File: config.mk
export PLATFORM = sky130hd
export DESIGN_NAME = sdr_init_cmd_monitor_flat
export DESIGN_NICKNAME = d
export VERILOG_FILES = /design/src/rtl/sdr_init_cmd_monitor_if.sv /design/src/rtl/sdr_init_cmd_monitor.sv /design/src/flat_wrapper.sv
export SDC_FILE = /design/constraint.sdc
export NUM_CORES = 1
export LEC_CHECK = 0
export BUFFER_PORTS_ARGS = -buffer_cell sky130_fd_sc_hd__buf_2
export CORE_MARGIN = 2
export CORE_UTILIZATION = 30
export CTS_BUF_LIST = sky130_fd_sc_hd__clkbuf_4
export DETAILED_ROUTE_END_ITERATION = 6
export HOLD_SLACK_MARGIN = 0.12
export PLACE_DENSITY = 0.58
export SLEW_MARGIN = 20
export SYNTH_ARGS = -nofsm -noshare
export SYNTH_HDL_FRONTEND = slang
export SYNTH_SLANG_ARGS = --single-unit
File: constraint.sdc
create_clock -name sdram_clk -period 6 [get_ports sdram_clk]
set_input_delay 1.2 -clock sdram_clk [delete_from_list [all_inputs] [get_ports sdram_clk]]
set_output_delay 1.2 -clock sdram_clk [all_outputs]
set_load 0.05 [all_outputs]
File: src/rtl/sdr_init_cmd_monitor_if.sv
// sdr_init_cmd_monitor_if: SDRAM command pins plus controller init-done flag, as seen by the monitor
interface sdr_init_cmd_monitor_if;
    logic        sdr_cke;
    logic        sdr_cs_n;
    logic        sdr_ras_n;
    logic        sdr_cas_n;
    logic        sdr_we_n;
    logic [12:0] sdr_addr;
    logic        sdr_init_done;
    modport master (output sdr_cke, sdr_cs_n, sdr_ras_n, sdr_cas_n, sdr_we_n, sdr_addr, sdr_init_done);
    modport slave  (input  sdr_cke, sdr_cs_n, sdr_ras_n, sdr_cas_n, sdr_we_n, sdr_addr, sdr_init_done);
endinterface

File: src/rtl/sdr_init_cmd_monitor.sv
// sdr_init_cmd_monitor: passive checker of the SDRAM power-up init sequence, mode capture and refresh count
module sdr_init_cmd_monitor #(
    parameter int PWRUP_NOPS   = 500,
    parameter int T_RP         = 2,
    parameter int T_RFC        = 8,
    parameter int N_INIT_REF   = 2,
    parameter int DONE_TIMEOUT = 16
) (
    input  logic                   sdram_clk,
    input  logic                   sdram_resetn,
    sdr_init_cmd_monitor_if.slave  bus,
    output logic [2:0]             cmd_code,
    output logic                   init_ok,
    output logic                   init_err,
    output logic [2:0]             err_code,
    output logic [12:0]            mode_reg,
    output logic [2:0]             cas_latency,
    output logic [2:0]             burst_len,
    output logic [15:0]            ref_count
);
    localparam int GAP_MAX = T_RFC > T_RP ? (T_RFC > DONE_TIMEOUT ? T_RFC : DONE_TIMEOUT)
                                          : (T_RP > DONE_TIMEOUT ? T_RP : DONE_TIMEOUT);
    localparam int NW = $clog2(PWRUP_NOPS + 1);
    localparam int GW = $clog2(GAP_MAX + 1);
    localparam int RW = $clog2(N_INIT_REF + 1);
    localparam logic [NW-1:0] NOPS_N = NW'(PWRUP_NOPS);
    localparam logic [GW-1:0] GAP_N  = GW'(GAP_MAX);
    localparam logic [GW-1:0] TRP_N  = GW'(T_RP);
    localparam logic [GW-1:0] TRFC_N = GW'(T_RFC);
    localparam logic [GW-1:0] TDONE_N = GW'(DONE_TIMEOUT);
    localparam logic [RW-1:0] NREF_N = RW'(N_INIT_REF);
    localparam logic [2:0] C_NOP = 3'b111, C_PRE = 3'b010, C_REF = 3'b001, C_MRS = 3'b000;

    typedef enum logic [2:0] {PWRUP, PRE_WAIT, REF_WAIT, DONE_WAIT, INIT_OK, ERR} state_t;

    state_t          state, nxt;
    logic [NW-1:0]   nop_cnt;
    logic [GW-1:0]   since;
    logic [RW-1:0]   ref_init;
    logic [2:0]      cmd, seq_err, err;
    logic            nop, chk_done, chk_cke;

    assign cmd         = bus.sdr_cs_n ? C_NOP : {bus.sdr_ras_n, bus.sdr_cas_n, bus.sdr_we_n};
    assign nop         = cmd == C_NOP;
    assign cas_latency = mode_reg[6:4];
    assign burst_len   = mode_reg[2:0];

    // since = edges elapsed since the last timed command, counting the current edge
    always_comb begin
        seq_err = 3'd0;
        nxt     = state;
        case (state)
            PWRUP: if (!nop) begin
                seq_err = nop_cnt < NOPS_N ? 3'd1 : cmd != C_PRE ? 3'd2 : 3'd0;
                nxt     = PRE_WAIT;
            end
            PRE_WAIT: if (!nop) begin
                seq_err = since < TRP_N ? 3'd3 : cmd != C_REF ? 3'd2 : 3'd0;
                nxt     = REF_WAIT;
            end
            REF_WAIT: if (!nop) begin
                seq_err = since < TRFC_N ? 3'd4 : cmd == C_REF ? 3'd0 :
                          (cmd == C_MRS && ref_init >= NREF_N) ? 3'd0 : 3'd2;
                nxt     = cmd == C_MRS ? DONE_WAIT : REF_WAIT;
            end
            DONE_WAIT: begin
                seq_err = !nop ? 3'd2 : bus.sdr_init_done ? 3'd0 : since >= TDONE_N ? 3'd5 : 3'd0;
                nxt     = (nop && bus.sdr_init_done) ? INIT_OK : DONE_WAIT;
            end
            default: ;
        endcase
        chk_done = state == PWRUP || state == PRE_WAIT || state == REF_WAIT;
        chk_cke  = chk_done || state == DONE_WAIT;
        err      = seq_err != 3'd0 ? seq_err : (chk_done && bus.sdr_init_done) ? 3'd6 :
                   (chk_cke && !bus.sdr_cke) ? 3'd7 : 3'd0;
    end

    always_ff @(posedge sdram_clk or negedge sdram_resetn) begin
        if (!sdram_resetn) begin
            state     <= PWRUP;
            nop_cnt   <= '0;
            since     <= '0;
            ref_init  <= '0;
            cmd_code  <= C_NOP;
            init_ok   <= 1'b0;
            init_err  <= 1'b0;
            err_code  <= 3'd0;
            mode_reg  <= '0;
            ref_count <= '0;
        end else begin
            cmd_code <= cmd;
            if (since != GAP_N)
                since <= since + 1'b1;
            if (err != 3'd0) begin
                state    <= ERR;
                init_err <= 1'b1;
                err_code <= err;
            end else begin
                state <= nxt;
                if (state == PWRUP && nop && nop_cnt != NOPS_N)
                    nop_cnt <= nop_cnt + 1'b1;
                if (!nop && state != INIT_OK)
                    since <= GW'(1);
                if (state == PRE_WAIT && !nop)
                    ref_init <= RW'(1);
                if (state == REF_WAIT && cmd == C_REF && ref_init != NREF_N)
                    ref_init <= ref_init + 1'b1;
                if (cmd == C_MRS && (state == REF_WAIT || state == INIT_OK))
                    mode_reg <= bus.sdr_addr;
                if (state == INIT_OK && cmd == C_REF && ref_count != 16'hFFFF)
                    ref_count <= ref_count + 1'b1;
                if (nxt == INIT_OK)
                    init_ok <= 1'b1;
            end
        end
    end
endmodule

File: src/flat_wrapper.sv
// flat-port wrapper written by rule: the top's interface ports become plain ports
module sdr_init_cmd_monitor_flat 
#(
    parameter int PWRUP_NOPS   = 500,
    parameter int T_RP         = 2,
    parameter int T_RFC        = 8,
    parameter int N_INIT_REF   = 2,
    parameter int DONE_TIMEOUT = 16
)
  (sdram_clk, sdram_resetn, cmd_code, init_ok, init_err, err_code, mode_reg, cas_latency, burst_len, ref_count, bus_sdr_cke, bus_sdr_cs_n, bus_sdr_ras_n, bus_sdr_cas_n, bus_sdr_we_n, bus_sdr_addr, bus_sdr_init_done);
  sdr_init_cmd_monitor_if bus_i ();
  input  logic sdram_clk;
  input  logic sdram_resetn;
  output logic [2:0] cmd_code;
  output logic init_ok;
  output logic init_err;
  output logic [2:0] err_code;
  output logic [12:0] mode_reg;
  output logic [2:0] cas_latency;
  output logic [2:0] burst_len;
  output logic [15:0] ref_count;
  input wire logic [$bits(bus_i.sdr_cke)-1:0] bus_sdr_cke;
  input wire logic [$bits(bus_i.sdr_cs_n)-1:0] bus_sdr_cs_n;
  input wire logic [$bits(bus_i.sdr_ras_n)-1:0] bus_sdr_ras_n;
  input wire logic [$bits(bus_i.sdr_cas_n)-1:0] bus_sdr_cas_n;
  input wire logic [$bits(bus_i.sdr_we_n)-1:0] bus_sdr_we_n;
  input wire logic [$bits(bus_i.sdr_addr)-1:0] bus_sdr_addr;
  input wire logic [$bits(bus_i.sdr_init_done)-1:0] bus_sdr_init_done;
  assign bus_i.sdr_cke = bus_sdr_cke;
  assign bus_i.sdr_cs_n = bus_sdr_cs_n;
  assign bus_i.sdr_ras_n = bus_sdr_ras_n;
  assign bus_i.sdr_cas_n = bus_sdr_cas_n;
  assign bus_i.sdr_we_n = bus_sdr_we_n;
  assign bus_i.sdr_addr = bus_sdr_addr;
  assign bus_i.sdr_init_done = bus_sdr_init_done;
  sdr_init_cmd_monitor #(.PWRUP_NOPS(PWRUP_NOPS), .T_RP(T_RP), .T_RFC(T_RFC), .N_INIT_REF(N_INIT_REF), .DONE_TIMEOUT(DONE_TIMEOUT)) u_core (.sdram_clk(sdram_clk), .sdram_resetn(sdram_resetn), .bus(bus_i), .cmd_code(cmd_code), .init_ok(init_ok), .init_err(init_err), .err_code(err_code), .mode_reg(mode_reg), .cas_latency(cas_latency), .burst_len(burst_len), .ref_count(ref_count));
endmodule
==> out/qor.yml, run 1 <==
outcome:
  outcome: "finished, final reports clean"
critical_path:
  critPathMaxStageDelay_ps: 760
  cp.required_ps: 6260
  crit_end: "u_core.mode_reg[1]"
  cp_cell_sequence: "buf_2, nor4b_1, nor4_1, o21ai_0, nand3_4, nor3_4, mux2_2"
  crit_path_top_delay_cell: "nor3_4"
  rrSetupSlack_ps: 3250
  worst_r2r_path_depth: 6
  crit_start: "bus_sdr_cs_n"
  worstSetupPathType: "input pin to flop"
  arrival_ps: 3580
  cp_top_family: "simple AND/OR/NAND/NOR gates"
  startpoint_type: "input pin"
  reg2reg_to: "u_core.mode_reg[1]"
  worst_setup_path_end_kind: "flop"
  reg2reg_from: "u_core.state[2]"
  cp.buffers_inverters: 1
  cp.depth: 7
  path_max_fanout: 13
timing:
  clock.fmax_ghz: 0.301
  worst_pin_slew_ps: 1030
  finalCritPeriodShare: 0.554
  fin_crit_ps: 3330
  finalClockSkew_ps: 17.1
  finalSetupViolCount: 0
  maxSlewHeadroom: 0.308
  slew_viol_final: 0
  whs_ps: 496
  finalHoldViolations: 0
  grt_setup_unrepaired: "no"
  setup_tns_ps: 0
clocking:
  clockBufferDepth: 2
  cts_buffers: 5
  cts_tree: "done"
  insertion_delay_ps: 370
  hold_buffers: 0
  root_buffer: "clkbuf_4"
  cts_setup_buffers: 0
  clk_pin_slew_ps: 160
  cts_sinks: 56
  cts_resized: 0
  h-tree-depth: 2
synth:
  synthesis.nets: 284
  syn_inst: 257
  yosys_warnings: 0
  synth_flop_cell: "dfrtp_1"
  synth_area_um2: 2860
  synth_edf_count: 0
  synth-seq-area-share: 0.491
  synth_cell_types: 53
  ys_ff_latch: 56
  async_reset_ff_frac: 1.00
  syn_avg_cell_area_um2: 11.1
layout:
  drive_above_1_share: 0.332
  final_common_cell: "buf_2"
  largest_register_ffs: 16
  syn_to_final_growth_pct: 15.7
  layout_common_cells: "63 x buf_2, 53 x dfrtp_1, 23 x nand2_1"
  nets: 342
  nFillCells: 943
  n_antenna_cell: 0
pwr:
  irDropWorstVdd_uv: 154
  p_per_area_nw_per_um2: 355
  p_leak_nw: 1.55
placed_design:
  hpwl_um: 4110
  portBuffers: 63
  gp_congestion: 0.785
floorplanning:
  die_width_um: 102
  io_pins: 64
  core_area_um2: 9240
  dieHeight_um: 102
  initial_core_util: 0.310
  dieArea_um2: 10300
  row_count: 35
route:
  drt_first_pass_iters: 4
  wl_per_cell_um: 13.0
  drt-total-wl_um: 5770
  vias_per_cell: 4.62
  first_iter_violations: 111
  drc: 0
  num_vias: 2054
  drtAntennaViolNets: 0
global_route:
  grt-ovfl-total: 0
  grt_max_degree: 57
  grt_pass1_vias: 1990
  grt_use_total: 0.117
  antenna_found_initial: 0
  grt_pass1_wl_um: 9590
job:
  maxCapViolations: 0
min_path:
  min-delay-path-class: "flop to flop"
synth_stat cells (2+ instances only):
cell type	number	area share
mux2_2	5	0.020
or2_2	4	0.0087
a31o_2	3	0.0092
nand3b_1	2	0.0052
buf_4	8	0.021
mux2_4	10	0.052
buf_2	2	0.0035
o21ai_0	2	0.0035
nor4_1	9	0.020
nor2_1	17	0.022
nor3_1	3	0.0052
and3_1	2	0.0044
nand2_1	23	0.030
dfrtp_1	53	0.46
xor2_1	12	0.037
ha_1	6	0.026
a21boi_0	2	0.0052
inv_1	9	0.012
nand4_1	5	0.011
o21bai_1	2	0.0052
nor2b_1	3	0.0066
nand4b_1	2	0.0061
o211ai_1	4	0.010
a31oi_1	5	0.011
o41ai_1	2	0.0061
nand3_1	9	0.016
xnor2_1	14	0.043
clkbuf_1	2	0.0026
a21oi_1	6	0.010
and2_1	2	0.0044
dfstp_2	3	0.028
nand2b_1	5	0.011
power by group:
| group | internal (mW) | total (mW) | switching (mW) |
|---|---|---|---|
| Clock | 0.0545 | 0.167 | 0.112 |
| Combinational | 0.143 | 0.495 | 0.351 |
| Sequential | 0.449 | 0.513 | 0.0638 |
worst min path at each step:
stage	startpoint	end	depth (start not counted)
finish	u_core.ref_count[9]	u_core.ref_count[9]	1
detailed placement	u_core.init_err	u_core.init_err	1
floorplan	u_core.nop_cnt[8]	u_core.nop_cnt[8]	1
global placement	u_core.init_err	u_core.init_err	1
CTS	u_core.init_err	u_core.init_err	1
global route	u_core.init_err	u_core.init_err	1
stage by stage:
step                setup slack [ps]  instances  power (mW)  area [µm²]  utilization
floorplan                       2980        257       0.927        2860            -
global placement                2370        437        1.01        3250        0.352
detailed placement              2210        437        1.02        3250        0.352
CTS                             2610        445        1.19        3300        0.358
global route                    2520        445        1.25        3310        0.358
finish                          2670        445        1.17        3310        0.358
kinds of logic after synthesis:
kind of cell,after synthesis,synth area share
AO/OA/AOI/OAI,35,0.0940
XOR/XNOR,26,0.0796
adder cells (fa/ha/maj),6,0.0262
buffers and inverters,22,0.0459
flip-flops,56,0.491
multiplexers,15,0.0721
AND/OR/NAND/NOR,97,0.191
worst register-to-register path: stages, from the launching register on:
cell     delay, ps
dfrtp_1        580
or3_1          240
nor4_1          70
o21ai_0        370
nand3_4        220
nor3_4         760
mux2_2         420
layer usage:
metal,track usage,share of wire,vias up
met5,0,0,-
met4,0.0333,0.011,0
met3,0.0262,0.045,5
met2,0.191,0.48,48
met1,0.156,0.47,981
li1,-,-,1020
cell type report:
cell class                 count  area (µm²)  share of cell area
sequential                    56        1410               0.425
multi-input combinational    179        1330               0.402
timing repair buffer          64         323              0.0975
tap                          129         161              0.0488
clock buffer                   7        52.6              0.0159
inverter                       9        33.8              0.0102
clock inverter                 1        3.75             0.00113
Power figures use the tool's default switching activity.
==> run 2, diff against run 1 <==
Settings changed: ABC_AREA from default to 1.
Clock period 6 ns to 3.11 ns, I/O delays scaled along.
==> run 2 against run 1 <==
First-iteration DRC count rose by 32%. Area after synthesis rose by 4.5%. Hold slack worse by 130 ps. Die area is 4.3% higher. Global-route usage is 0.72 points higher. Wire length up 7.4%. Register-to-register slack got worse by 2400 ps. Power rose by 8.1%. Sequential share of layout area is 2.3 points lower. Combinational power fell by 79%. Clock skew is 6.7 ps lower. Via count up 23%. Highest routed layer unchanged.
==> out/qor.yml, run 2 <==
layout:
  layout_common_cells: "115 x nand2_1, 63 x buf_2, 53 x dfrtp_1"
  drive_above_1_share: 0.220
  largest_register_ffs: 16
  fin_area_um2: 3500
  syn_to_final_growth_pct: 17.0
  nFillCells: 1049
  nets: 462
  n_antenna_cell: 0
  final_common_cell: "nand2_1"
  regArea_um2: 1410
  multiInputGateArea_um2: 1330
job:
  maxCapViolations: 0
clocking:
  cts_resized: 0
  root_buffer: "clkbuf_4"
  h-tree-depth: 2
  cts_buffers: 5
  clockBufferDepth: 2
  insertion_delay_ps: 370
  cts_setup_buffers: 0
  cts_sinks: 56
  hold_buffers: 0
  clk_pin_slew_ps: 160
  cts_tree: "done"
route:
  drc: 0
  drtAntennaViolNets: 0
  vias_per_cell: 4.45
  first_iter_violations: 147
  drt-total-wl_um: 6190
  num_vias: 2534
  drt_first_pass_iters: 4
  wl_per_cell_um: 10.9
synth:
  yosys.area.top_type: "dfrtp_1"
  async_reset_ff_frac: 1.00
  syn_avg_cell_area_um2: 8.01
  synth_area_um2: 2990
  yosys_warnings: 0
  syn_inst: 373
  synth_cell_types: 32
  synth-seq-area-share: 0.470
  synth_edf_count: 0
  synth_most_common_cell: "nand2_1"
  synth_flop_cell: "dfrtp_1"
  synth_common_cells: "115 x nand2_1, 53 x dfrtp_1, 44 x nand3_1, 39 x inv_1, 27 x nor2_1"
  synthesis.nets: 400
  synth_top_area_frac: 0.444
  ys_top_cells_by_area: "dfrtp_1 44%, nand2_1 14%, nand3_1 7.4%, inv_1 4.9%, xor2_1 3.8%"
  ys_ff_latch: 56
timing:
  fin_crit_ps: 2280
  finalHoldViolations: 0
  finalClockSkew_ps: 10.4
  setup_tns_ps: 0
  finalSetupViolCount: 0
  clock.fmax_ghz: 0.438
  maxSlewHeadroom: 0.543
  slew_viol_final: 0
  grt_setup_unrepaired: "no"
  setup_slack_ps: 829
  finalCritPeriodShare: 0.733
  worst_pin_slew_ps: 686
pwr:
  power.clock.fraction: 0.324
  power_switching_share: 0.246
  p_leak_nw: 1.91
  combPwrFrac: 0.084
  sequentialPowerShare: 0.593
  switchingPower_uw: 312
  p_per_area_nw_per_um2: 363
  irDropWorstVdd_uv: 175
  p_int_uw: 957
critical_path:
  arrival_ps: 2560
  path_max_fanout: 17
  worst_setup_path_end_kind: "flop"
  worstSetupPathType: "flop to flop"
  startpoint_type: "flop"
  cp.required_ps: 3390
global_route:
  grt_pass1_wl_um: 11200
  grt_use_total: 0.124
  grt_pass1_vias: 2482
  grt_max_degree: 57
  antenna_found_initial: 0
  grt-ovfl-total: 0
placed_design:
  gp_congestion: 0.871
  portBuffers: 63
  hpwl_um: 4700
  place_ws_ps: 569
  placed_cell_area_um2: 3410
floorplanning:
  dieHeight_um: 104
  initial_core_util: 0.307
  io_pins: 64
  die_width_um: 104
  core_area_um2: 9730
  dieArea_um2: 10800
  row_count: 36
min_path:
  min-delay-path-class: "input pin to async pin"
outcome:
  outcome: "finished, final reports clean"
==> run 2: cell families (layout without fill, tap and decap cells) <==
family | Yosys count | after routing | synth area share
and+or+nand+nor | 217 | 217 | 0.321
DFF | 56 | 56 | 0.470
buffers and inverters | 56 | 119 | 0.0846
xor gates and xnor gates | 22 | 22 | 0.0645
AOI/OAI and AO/OA | 16 | 16 | 0.0347
adders and majority gates | 6 | 6 | 0.0251
==> run 2: power by group through the flow <==
stage	logic (mW)	clock network, mW	registers [mW]
after detailed placement	0.108	0	0.766
final	0.106	0.411	0.752
after CTS	0.109	0.437	0.753
after global routing	0.119	0.461	0.755
after global placement	0.108	0	0.766
after floorplan	0.0399	0	0.787
==> run 2: worst max-delay path, cell delays in order (launching register included) <==
cell and delay [ps]:
dfrtp_1 480, inv_2 130, nand2_2 80, nor2_2 150
nand2_1 70, nor2_1 100, nor2_1 50, nand2_1 70
nand2_2 80, nand3_1 110, nand2_2 90, nor2_4 310
buf_4 290, nand2_1 70, nand2_1 50, nand2_1 40
==> run 2: path summary, 6_finish.rpt <==
kind | slack (ps) | from | to | depth (start not counted)
min | 360 | sdram_resetn | u_core.ref_count[3] | 2
max | 830 | u_core.state[2] | u_core.nop_cnt[4] | 15
max in group asynchronous | 2300 | sdram_resetn | u_core.nop_cnt[4] | 2
min in group sdram_clk | 460 | bus_sdr_addr[1] | u_core.mode_reg[1] | 3
max reg2reg | 830 | u_core.state[2] | u_core.nop_cnt[4] | 15
min reg2reg | 480 | u_core.init_err | u_core.init_err | 2
==> run 2: per-stage QoR <==
step / hold WS, ps / utilization / cells / total power, mW
2_1_floorplan: 326 / - / 373 / 0.827
5_1_grt: 391 / 0.359 / 569 / 1.33
4_1_cts: 365 / 0.359 / 569 / 1.30
3_3_place_gp: 442 / 0.351 / 561 / 0.873
6_report: 362 / 0.359 / 569 / 1.27
3_5_place_dp: 451 / 0.351 / 561 / 0.875
==> run 2: final cells by class <==
| class | instances | area share |
|---|---|---|
| clock buffers | 6 | 0.0129 |
| clock inverters | 2 | 0.0111 |
| inverters | 44 | 0.0472 |
| multi-input cells | 261 | 0.381 |
| flip-flops and latches | 56 | 0.402 |
| well taps | 133 | 0.0476 |
| repair buffers | 67 | 0.0987 |
==> run 2: layer usage <==
metal  GRT usage  up-vias  wire length [µm]
met5           0        -                 0
met4      0.0347        0                55
met3      0.0315        4               293
met2       0.203       49              2850
met1       0.163     1179              3000
li1            -     1302                 -
==> run 3, diff against run 2 <==
Settings changed: ABC_AREA 1 to 0, PLACE_DENSITY 0.58 to 0.6.
Clock period 3.11 ns to 1.85 ns, I/O delays scaled along.
==> run 3 against run 2 <==
The run now ends with setup timing left. Critical path depth down 7. Clock power up 74%. Non-clock buffer count up 79. Final cell count down 7.4%. Via count down 1.5%. Fmax up 4.4%. Die area down 4.1%. Clock-buffer cell count unchanged. Flip-flop and latch count unchanged. Setup slack worse by 1200 ps.
==> out/qor.yml, run 3 (synthesis results as in run 1) <==
outcome:
  outcome: "finished with violations"
  failed_checks: "setup timing"
floorplanning:
  io_pins: 64
  dieHeight_um: 102
  die_width_um: 102
  initial_core_util: 0.310
  core_area_um2: 9240
  dieArea_um2: 10300
  row_count: 35
layout:
  regArea_um2: 1420
  layout_common_cells: "64 x buf_4, 63 x buf_2, 45 x dfrtp_1"
  nFillCells: 826
  n_antenna_cell: 0
  nets: 424
  final_common_cell: "buf_4"
  drive_above_1_share: 0.588
  syn_to_final_growth_pct: 53.0
  largest_register_ffs: 16
  multiInputGateArea_um2: 1650
  fin_area_um2: 4380
timing:
  fin_crit_ps: 2190
  setup_slack_ps: -335
  whs_ps: 204
  setup_tns_ps: -8240
  clock.fmax_ghz: 0.458
  maxSlewHeadroom: 0.711
  finalHoldViolations: 0
  finalCritPeriodShare: 1.18
  worst_pin_slew_ps: 431
  slew_viol_final: 0
  finalSetupViolCount: 36
  grt_setup_unrepaired: "yes"
  finalClockSkew_ps: 14.0
pwr:
  p_leak_nw: 2.08
  irDropWorstVdd_uv: 481
  p_per_area_nw_per_um2: 1010
  finalPower_mw: 4.40
route:
  wl_per_cell_um: 13.7
  drtAntennaViolNets: 0
  first_iter_violations: 120
  num_vias: 2495
  drt-total-wl_um: 7240
  drt_first_pass_iters: 4
  drc: 0
  vias_per_cell: 4.73
critical_path:
  cp.required_ps: 2140
  critPathMaxStageDelay_ps: 480
  cp_top_family: "simple AND/OR/NAND/NOR gates"
  path_common_cell: "nor2b_1"
  reg2reg_from: "u_core.state[0]"
  cp_cell_sequence: "nor2b_1, nor2b_1, buf_4, o221ai_4, nand3_4, nor3_4, buf_16, mux2_2"
  arrival_ps: 2470
  crit_path_top_delay_cell: "dfrtp_2"
  worstSetupPathType: "flop to flop"
  cp.depth: 8
  cp.buffers_inverters: 2
  rrSetupSlack_ps: -340
  reg2reg_to: "u_core.mode_reg[2]"
  path_max_fanout: 6
  worst_setup_path_end_kind: "flop"
  startpoint_type: "flop"
  crit_start: "u_core.state[0]"
  worst_r2r_path_depth: 8
clocking:
  clockBufferDepth: 2
  cts_buffers: 5
  root_buffer: "clkbuf_4"
  insertion_delay_ps: 390
  cts_tree: "done"
  cts_sinks: 56
  clk_pin_slew_ps: 160
  h-tree-depth: 2
placed_design:
  portBuffers: 63
  placed_cell_area_um2: 3860
  place_ws_ps: -498
  hpwl_um: 5180
  gp_congestion: 0.838
global_route:
  grt_use_total: 0.145
  grt_pass1_wl_um: 11900
  antenna_found_initial: 0
  grt_max_degree: 34
  grt-ovfl-total: 0
  grt_pass1_vias: 2607
min_path:
  holdPathStages: 2
  min-delay-path-class: "input pin to flop"
  hold_end: "u_core.mode_reg[12]"
  min_from: "bus_sdr_addr[12]"
job:
  maxCapViolations: 0
## run 3: changes by cell type in the layout (fill, tap and decap cells not counted), sizes merged, moves of 4 or more
cell	previous run	this run
nand3	46	10
nand2	120	23
or2	1	5
xnor2	9	14
inv	45	10
buf	67	144
nor4	2	9
a31oi	2	6
mux2	0	15
nor2	31	17
nand2b	0	5
## run 3: metal layers
| layer | track usage | vias to the layer above | routed length (µm) |
|---|---|---|---|
| met4 | 0.0634 | 0 | 163 |
| met5 | 0 | - | 0 |
| li1 | - | 1184 | - |
| met3 | 0.0262 | 11 | 348 |
| met1 | 0.176 | 1236 | 3100 |
| met2 | 0.251 | 64 | 3620 |
## run 3: worst max path at each step
stage                                     end
after detailed placement   u_core.mode_reg[2]
after floorplan           u_core.mode_reg[10]
after global routing       u_core.mode_reg[0]
after global placement     u_core.mode_reg[1]
final                      u_core.mode_reg[2]
after CTS                  u_core.mode_reg[6]
## run 3: where the power goes
part	leakage [nW]	switching, mW	internal, mW
Combinational	1.34	1.31	0.720
Clock	0.0463	0.410	0.306
Sequential	0.691	0.197	1.46
## run 3: area by class of cell
| type | instances | area share |
|---|---|---|
| Clock buffer | 6 | 0.0103 |
| Multi-Input combinational cell | 179 | 0.377 |
| Sequential cell | 56 | 0.323 |
| Inverter | 9 | 0.00771 |
| Timing Repair Buffer | 146 | 0.237 |
| Clock inverter | 2 | 0.00886 |
| Tap cell | 129 | 0.0369 |
## run 3: metrics by stage
step                      instances   util
final                           527  0.474
after global routing            527  0.474
after CTS                       522  0.449
after detailed placement        503  0.418
after global placement          503  0.418
after floorplan                 257      -
## run 3: repair_timing
action,CTS,global route
endpoints found under the setup margin,45,47
pin swaps,19,15
hold buffers,1,0
endpoints found under the hold margin,53,0
gates cloned,1,0
resized for setup,28,36
buffers inserted,10,6
